<file path="config.mk">
export PLATFORM = sky130hd
export DESIGN_NAME = alu_mdu
export DESIGN_NICKNAME = d
export VERILOG_FILES = /design/src/rtl/alu_mdu.sv
export SDC_FILE = /design/constraint.sdc
export NUM_CORES = 1
export LEC_CHECK = 0
export ABC_CLOCK_PERIOD_IN_PS = 10800
export CAP_MARGIN = 10
export CORE_MARGIN = 1.5
export CORE_UTILIZATION = 40
export CTS_BUF_LIST = sky130_fd_sc_hd__clkbuf_16
export DETAILED_ROUTE_END_ITERATION = 8
export GPL_TIMING_DRIVEN = 0
export HOLD_SLACK_MARGIN = 0.02
export PLACE_DENSITY = 0.54
export SLEW_MARGIN = 20
export SYNTH_ARGS = -nofsm -noshare
export SYNTH_HDL_FRONTEND = slang
export SYNTH_SLANG_ARGS = --single-unit
</file>
<file path="constraint.sdc">
create_clock -name clk -period 10.8 [get_ports clk]
set_input_delay 3.24 -clock clk [delete_from_list [all_inputs] [get_ports clk]]
set_output_delay 3.24 -clock clk [all_outputs]
set_load 0.02 [all_outputs]
</file>
<file path="src/rtl/alu_mdu.sv">
// alu_mdu: single-cycle ALU plus iterative shift-add multiplier and restoring divider (divider only when ALU_MDU_DIV_EN is defined)
module alu_mdu #(
  parameter int WIDTH = 32
) (
  input  logic             clk,
  input  logic             rst_n,
  input  logic             in_valid,
  output logic             in_ready,
  input  logic [4:0]       op,
  input  logic [WIDTH-1:0] a,
  input  logic [WIDTH-1:0] b,
  output logic             out_valid,
  input  logic             out_ready,
  output logic [WIDTH-1:0] r,
  output logic             zero,
  output logic             carry,
  output logic             negative,
  output logic             overflow,
  output logic             busy
);
  localparam int SHW = $clog2(WIDTH);
  typedef enum logic [1:0] {IDLE, CALC, DONE} state_t;
  state_t state, nstate;
  logic [WIDTH-1:0] hi, lo, opb, nhi, nlo, ar, mr;
  logic [WIDTH:0] sum, dif, msum;
  logic [SHW-1:0] cnt, sh;
  logic [1:0] mop;
  logic accept, is_mdu, ac, av, az, mv;
`ifdef ALU_MDU_DIV_EN
  logic [WIDTH:0] dsh;
  logic [WIDTH-1:0] ddif;
  logic dge;
`endif
  assign busy = state == CALC;
  assign out_valid = state == DONE;
  always_comb begin
    in_ready = state == IDLE || (state == DONE && out_ready);
    accept = in_valid && in_ready;
`ifdef ALU_MDU_DIV_EN
    is_mdu = op[4:2] == 3'b100;
`else
    is_mdu = op[4:1] == 4'b1000;
`endif
    nstate = state;
    if (accept) nstate = is_mdu ? CALC : DONE;
    else if (state == DONE && out_ready) nstate = IDLE;
    else if (state == CALC && cnt == '0) nstate = DONE;
  end
  always_comb begin
    sh = a[SHW-1:0];
    sum = {1'b0, a} + {1'b0, b};
    dif = {1'b0, a} - {1'b0, b};
    ar = '0;
    ac = 1'b0;
    av = 1'b0;
    case (op)
      5'b00000: begin ar = sum[WIDTH-1:0]; ac = sum[WIDTH]; end
      5'b00010: begin ar = sum[WIDTH-1:0]; av = (a[WIDTH-1] == b[WIDTH-1]) && (sum[WIDTH-1] != a[WIDTH-1]); end
      5'b00001: begin ar = dif[WIDTH-1:0]; ac = dif[WIDTH]; end
      5'b00011: begin ar = dif[WIDTH-1:0]; av = (a[WIDTH-1] != b[WIDTH-1]) && (dif[WIDTH-1] != a[WIDTH-1]); end
      5'b00100: ar = a & b;
      5'b00101: ar = a | b;
      5'b00110: ar = a ^ b;
      5'b00111: ar = ~(a | b);
      5'b01000, 5'b01001: ar = {b[WIDTH/2-1:0], {(WIDTH/2){1'b0}}};
      5'b01010: ar = {{(WIDTH-1){1'b0}}, dif[WIDTH]};
      5'b01011: ar = {{(WIDTH-1){1'b0}}, $signed(a) < $signed(b)};
      // carry picks the last bit shifted out; a zero amount selects the padding zero
      5'b01100: begin ar = $signed(b) >>> sh; ac = |({b, 1'b0} & ((WIDTH+1)'(1) << sh)); end
      5'b01101: begin ar = b >> sh; ac = |({b, 1'b0} & ((WIDTH+1)'(1) << sh)); end
      5'b01110, 5'b01111: begin ar = b << sh; ac = |({1'b0, b} & ((WIDTH+1)'(1) << (WIDTH - int'(sh)))); end
      default: ar = '0;
    endcase
    az = (op == 5'b01010 || op == 5'b01011) ? a == b : ar == '0;
  end
  always_comb begin
    msum = {1'b0, hi} + ({1'b0, opb} & {(WIDTH+1){lo[0]}});
    {nhi, nlo} = {msum, lo[WIDTH-1:1]};
`ifdef ALU_MDU_DIV_EN
    dsh = {hi, lo[WIDTH-1]};
    dge = dsh >= {1'b0, opb};
    ddif = dsh[WIDTH-1:0] - opb;
    if (mop[1]) begin
      nhi = dge ? ddif : dsh[WIDTH-1:0];
      nlo = {lo[WIDTH-2:0], dge};
    end
`endif
    mr = mop[0] ? nhi : nlo;
    mv = mop[1] && opb == '0;
  end
  always_ff @(posedge clk or negedge rst_n) begin
    if (!rst_n) begin
      state <= IDLE;
      {r, zero, carry, negative, overflow} <= '0;
      hi <= '0;
      lo <= '0;
      opb <= '0;
      mop <= '0;
      cnt <= '0;
    end else begin
      state <= nstate;
      if (accept) begin
        hi <= '0;
        lo <= op[1] ? a : b;
        opb <= op[1] ? b : a;
        mop <= op[1:0];
        cnt <= SHW'(WIDTH - 1);
        if (!is_mdu) {r, zero, carry, negative, overflow} <= {ar, az, ac, ar[WIDTH-1], av};
      end else if (state == CALC) begin
        hi <= nhi;
        lo <= nlo;
        cnt <= cnt - 1'b1;
        if (cnt == '0) {r, zero, carry, negative, overflow} <= {mr, mr == '0, 1'b0, mr[WIDTH-1], mv};
      end
    end
  end
endmodule
</file>
Word-level counts from Yosys, hierarchy flattened
Cells that the tools add are included.
- eq/ne operators: 24
- $lt $le $gt $ge: 1
- add/subtract/negate cells: 5
- shift operators: 5
- multiplexer cells: 37
- bitwise gates (word level): 7
- reduce and logical (&&, ||, !) cells: 25
- operator list (kind ; count):
    $pmux 32 s12 ; 1
    $mux 32 ; 11
    $logic_not 32->1 ; 3
    $and 32x33->33 ; 2
    $reduce_or 33->1 ; 2
    $eq 5x4->1 const B ; 8
    $add 32x32->33 ; 1
    $add 32x33->33 ; 1
    $and 33x33->33 ; 1
    $shl 1x32->33 const A ; 1
    $shl 1x5->33 const A ; 1
    $sub 32x32->33 ; 1
    $and 32x32->32 ; 1
    $eq 32x32->1 ; 1
    $lt 32x32->1 ; 1
    $not 32->32 ; 1
    $or 32x32->32 ; 1
    $shl 32x5->32 ; 1
    $shr 32x5->32 ; 1
    $sshr 32x5->32 ; 1
    $xor 32x32->32 ; 1
    $eq 5x3->1 const B ; 4
    $mux 1 ; 17
    $eq 5x2->1 const B ; 2
    21 further kinds ; 39
- register bits after elaboration: 141
- word-level logic and storage cells: 115
- input port bits: 73
- output and inout port bits: 39

Depth between registers and ports, before layout
Gate-level depths: netlist (run 1).
- depth in word-level cells: 7
- gate-level depth with buffers: 19
- gate-level depth less buffers: 15

Worst setup path after synthesis (run 1)
OpenSTA, ideal clock, no wires.
- kind: input -> register
- start point: input port a[1]
- end point: register zero
- slack: 3.413 ns
- stages: 18
- arrival time: 7.301 ns
- setup time: 0.087 ns
- required time: 10.713 ns
- cells stage by stage: buf_2 > inv_2 > buf_1 > clkbuf_1 > buf_1 > ha_1 > o21ba_2 > nor4_1 > o211a_1 > nor2_1 > o31a_1 > o22ai_1 > mux2_2 > a21oi_1 > nand3_1 > nor4_1 > nand4_1 > a211oi_2
- word-level cells in the longest chain between the ends: 7
- elaborated cells on any way between the ends: 16
- ends and longest elaborated chain (what ; line ; RTL):
    from (decl) ; 10 ; input logic [WIDTH-1:0] a,
    branches (longest 4 deep; another with $sub 32x32->33) ; -- ;
    $mux 1 (*) ; 74 ; az = (op == 5'b01010 || op == 5'b01011) ? a == b : ar == '0;
    $mux 1 (*) ; 108 ; if (!is_mdu) {r, zero, carry, negative, overflow} <= {ar, az, ac, ar[WIDTH-1], av};
    $mux 1 (*) ; 102 ; if (accept) begin
    to (signal assigned) ; 108 ;
    to (signal assigned) ; 113 ; if (cnt == '0) {r, zero, carry, negative, overflow} <= {mr, mr == '0, 1'b0, mr[WIDTH-1], mv};
    to (decl) ; 15 ; output logic zero,
Every way passes the cells marked *. The select of a mux whose other input is x is not followed.
A chain may end at the register's enable or synchronous reset.

Final worst setup path (run 1)
- start point: input port a[2]
- end point: register zero
Same word-level chain as after synthesis.

==> run summary, run 1 <==
# IOs: 112
DR iter-0 viols: 2984
Yosys warnings: 0
DR vias/cell: 6.99
Layout area overhead: 13.0%
Slew @ Worst Pin: 1.38 ns
min Tclk post-route: 10.43 ns
final setup margin: 0.365 ns
r2r setup slk: 5.36 ns
crit share post-route: 0.966
top post-synthesis cells by area: dfrtp_1 18%, ha_1 8.8%, nand2_1 6.9%, mux2i_1 6.5%, o21ai_0 4.7%
Die Y: 225 um
Max clock buf depth: 2
Max Slew Vio Count: 0
initial antenna violation count: 2
Total Wirelength: 122000 um
kind of critical path: input pin to flop
global-route wire length before repair: 169000 um
CP endpoint kind: flop
post-CTS resize count: 0
Core ar.: 0.0488 mm^2
Min Hold Slack: 0.475 ns
Synth top cells by count: 363 x nand2_1, 194 x nor2_1, 186 x o21ai_0
H-tree Lvls: 4
gr ovfl total: 0
IO Port Bufs: 110
Max IR drop VDD: 0.105 mV
data arrival time of the critical path: 10.80 ns
CTS root buffer: clkbuf_16
Fmax: 95.8 MHz
global placer's final weighted congestion: 1.12
Post-synth EDFFs: 0
Sum Neg Setup Slack: 0 ns
most numerous cell in the Yosys netlist: nand2_1
drt pass-1 iters: 7
Clock Pin Slew Worst Setup and Hold Paths: 0.07 ns
clock sinks: 140
Synth Net Count: 2822
CP max-delay cell: clkbuf_1
Syn Inst Count: 2607
critical path peak fanout: 11
RSZ-0062 raised after global routing: no
sequential area share after synthesis: 0.177
layout cells sized above 1: 0.0716
Yosys reg bits: 140
asr flop ratio synth: 1.00
die area: 0.0508 mm^2
largest net degree at the start of global routing: 98
CTS Buf Count: 17
delay-heaviest family, CP: buffers and inverters
Max-cap violations: 0
via count of the first global-routing pass: 23200
cell taking the most area after synthesis: dfrtp_1
fillers: 5014
cts hold-fix bufs: 0
post-synth cell types: 92
Post-CTS Setup Bufs: 0
Static Leak: 9.64 nW
Skew-Pair Late Insertion Delay: 0.44 ns
crit path buf inv count: 6
Die W: 225 um
Post-Route Skew: 0.00839 ns
Hold Crit Class: flop to flop
starting density of the core: 0.405
CP startpoint kind: input pin
share of the synthesized area in the top cell type: 0.177
global router's overall resource usage: 0.471
Routed wire per std cell: 35.7 um
most frequent CP cell: clkbuf_1
Core Rows: 81
synthesized area: 0.0198 mm^2
CTS tree: yes
Setup violations, final: 0
# DRC: 0
Post-DP HPWL: 96800 um
Routed Antenna Nets: 0
Layout Cells excl Fill: 3417
Synth Area per Inst: 7.59 um^2
Power Density: 171 mW/mm^2
number of nets in the layout: 2953
largest stage delay on the critical path: 0.86 ns
via count: 23900
Placed Instances: 3383
Hold Vio Cnt, Final: 0
ys flop type: dfrtp_1
Max-slew headroom: 0.0742
Crit path required time: 11.16 ns
status: complete, no violations
pre-CTS WS: -0.204 ns
critical path cell sequence: clkdlybuf4s50_1, buf_2, inv_1, clkbuf_1, clkbuf_1, ha_1, clkbuf_1, nor3_1, o31ai_1, a31oi_1, nor3_1, a21oi_1, xnor2_1, a221o_1, and4b_1, nand4_1, nor4_1, nand4_1, a211oi_2
-- final timing paths --
path | start | end | cells past startpoint
max | a[2] | zero | 19
min | mop[1] | mop[1] | 2
max reg2reg | lo[0] | zero | 16
min reg2reg | mop[1] | mop[1] | 2
max in group asynchronous | rst_n | mop[1] | 2
min in group asynchronous | rst_n | hi[10] | 1
-- final cells by class --
cell class	instances	area [um^2]	share of cell area
clock inverter	15	140	0.00627
buffer	225	978	0.0438
multi-input combinational	2137	14900	0.668
clock buffer	17	425	0.0190
timing repair buffer	113	1150	0.0514
antenna	2	5.00	0.000224
inverter	104	390	0.0175
sequential	140	3500	0.157
tap	664	831	0.0372
-- placed cells by master, fill, tap and decap left out, types with 43 or more instances in the layout --
cell type	instances
a21oi_1	183
a31oi_1	52
clkbuf_1	156
clkdlybuf4s50_1	109
dfrtp_1	140
ha_1	139
inv_1	100
mux2_2	43
mux2i_1	129
nand2_1	363
nand3_1	72
nor2_1	194
nor3_1	52
o21ai_0	186
xnor2_1	66
-- routing by layer --
layer	vias to the layer above	share of wire	track usage
li1	9886	-	-
met1	11400	0.35	0.525
met2	1946	0.44	0.747
met3	631	0.10	0.106
met4	0	0.11	0.438
met5	-	0	0
-- where the power goes --
part	internal (mW)	switching, mW	leakage (nW)
Clock	0.320	0.252	0.273
Sequential	0.744	0.187	1.77
Combinational	0.782	1.53	7.60
-- registers in the layout (all words and copies together) (netlist names), 2 cells and up --
signal,count
opb,32
mop,2
hi,32
state,2
r,32
lo,32
cnt,5
-- per-stage QoR --
step	utilization	instance area (um^2)	total power, mW
final	0.458	22400	3.81
after global routing	0.458	22400	3.95
after CTS	0.457	22300	3.71
after detailed placement	0.446	21800	3.14
after global placement	0.444	21700	3.09
after floorplan	-	19800	2.21
-- tightest hold or removal path, delay by kind of cell, from the launching register on --
family	cells	cell delay, ns
AND/OR/NAND/NOR	2	0.10
flip-flops	1	0.34
-- kinds of logic (layout without fill, tap and decap cells) --
family	Yosys count	count (layout)	share of synthesized area
buf+inv	330	474	0.0693
xor+xnor	88	88	0.0390
simple gates	892	892	0.208
fa+ha+maj	142	142	0.0910
other cells	0	2	0
mux	223	223	0.149
compound gates	792	792	0.267
flops	140	140	0.177
(Power assumes the default switching activity.)
==> inputs of run 2 (changes only) <==
Settings changed: SLEW_MARGIN 20 to not set.
==> run 2 against run 1 <==
Register-to-register slack improved by 0.16 ns; fmax fell by 0.92%; global-route usage is essentially flat.
==> run summary, run 2 (synthesized netlist as in run 1, its figures left out) <==
status: complete, no violations
Sum Neg Setup Slack: 0 ns
commonest non-fill, non-tap cell in the layout: nand2_1
fillers: 4973
Max-cap violations: 0
register area: 0.00350 mm^2
worst r2r src: lo[0]
Hold Path Origin: mop[1]
Skew-Pair Late Insertion Delay: 0.44 ns
Clock Pin Slew Worst Setup and Hold Paths: 0.07 ns
CTS tree: yes
Fmax: 94.9 MHz
DR vias/cell: 7.04
post-route cell area: 0.0223 mm^2
worst setup path startpoint: a[2]
global-route wire length before repair: 169000 um
Placed Instances: 3382
Max IR drop VDD: 0.110 mV
CTS Buf Count: 17
pre-CTS WS: -0.133 ns
initial antenna violation count: 6
Layout Cells excl Fill: 3416
largest stage delay on the critical path: 0.81 ns
min Tclk post-route: 10.53 ns
multi-input gate area in the final layout: 0.0149 mm^2
Post-Route Skew: 0.0119 ns
Die W: 225 um
gr ovfl total: 0
CP startpoint kind: input pin
overall power: 3.81 mW
largest net degree at the start of global routing: 98
clock sinks: 140
starting density of the core: 0.405
r2r endpoint: zero
drt pass-1 iters: 6
Max Slew Vio Count: 0
global placer's final weighted congestion: 1.12
DR iter-0 viols: 2934
Post-DP HPWL: 96600 um
kind of critical path: input pin to flop
critical path cell sequence: clkdlybuf4s50_1, buf_2, inv_1, clkbuf_1, clkbuf_1, ha_1, clkbuf_1, a211oi_1, o21ai_0, a32oi_1, o21ai_0, a31oi_1, xnor2_1, o211ai_1, nor4b_1, nand4_1, nor4_1, nand4_1, a211oi_2
DP Area: 0.0218 mm^2
Layout area overhead: 12.9%
Max clock buf depth: 2
Power Density: 171 mW/mm^2
Static Leak: 9.64 nW
CP endpoint kind: flop
Routed wire per std cell: 35.7 um
global router's overall resource usage: 0.471
Core ar.: 0.0488 mm^2
Routed Antenna Nets: 0
Die Y: 225 um
final core occ: 0.457
data arrival time of the critical path: 10.89 ns
via count of the first global-routing pass: 23200
IO Port Bufs: 110
Max-slew headroom: 0.0920
RSZ-0062 raised after global routing: no
critical path peak fanout: 11
final setup margin: 0.268 ns
Slew @ Worst Pin: 1.36 ns
die area: 0.0508 mm^2
Hold Vio Cnt, Final: 0
crit path buf inv count: 6
CTS root buffer: clkbuf_16
Hold Crit Class: flop to flop
Worst R2R Path Depth: 16
most frequent cells in the layout: 363 x nand2_1, 194 x nor2_1, 186 x o21ai_0, 183 x a21oi_1, 156 x clkbuf_1
H-tree Lvls: 4
# IOs: 112
via count: 24100
most frequent CP cell: clkbuf_1
layout cells sized above 1: 0.0709
Critical path destination: zero
Crit path required time: 11.16 ns
CP max-delay cell: clkbuf_1
Total Wirelength: 122000 um
# DRC: 0
Levels on crit path: 19
delay-heaviest family, CP: buffers and inverters
crit share post-route: 0.975
r2r setup slk: 5.52 ns
number of nets in the layout: 2951
Core Rows: 81
Setup violations, final: 0
Min Hold Slack: 0.479 ns
[run 2: cell count changes in the layout (fill, tap and decap cells not counted), moves of 2 or more]
cell | previous run | this run
buf_4 | 14 | 12
clkinv_4 | 2 | 4
clkinvlp_4 | 3 | 1
clkinv_2 | 1 | 3
[run 2: how the worst min path moves through the flow]
stage,endpoint,depth (start not counted)
2_1_floorplan,mop[1],2
3_3_place_gp,mop[1],2
3_5_place_dp,mop[1],2
4_1_cts,mop[1],2
5_1_grt,r[17],1
6_report,mop[1],2
[run 2: power breakdown]
group / internal (mW) / switching [mW]
clock: 0.321 / 0.256
combinational: 0.781 / 1.53
sequential: 0.745 / 0.181
[run 2: what timing repair did]
action                     CTS  global route
hold buffers                 0             0
gates resized for setup      0             2
setup endpoints to repair    0             1
buffers inserted             0             0
[run 2: worst reg2reg max path, delay by kind of cell, from the launching register on]
family / cells / cell delay [ns]
AO/OA/AOI/OAI: 5 / 2.01
AND/OR/NAND/NOR: 8 / 1.91
buffers and inverters: 2 / 0.54
flip-flops: 1 / 0.52
adder cells (fa/ha/maj): 1 / 0.22
[run 2: cell type report]
| cell class | instances | share of cell area |
|---|---|---|
| buffer | 225 | 0.0438 |
| tap | 664 | 0.0372 |
| clock inverter | 15 | 0.00627 |
| timing repair buffer | 111 | 0.0506 |
| antenna | 3 | 0.000336 |
| multi-input combinational | 2137 | 0.668 |
| sequential | 140 | 0.157 |
| inverter | 104 | 0.0175 |
| clock buffer | 17 | 0.0190 |
[run 2: layer usage]
metal  up-vias  share of wire  track usage
met5         -        0.00017            0
met4         2           0.12        0.458
met3       664           0.10        0.111
met2      1921           0.43        0.736
met1     11600           0.35        0.523
li1       9885              -            -
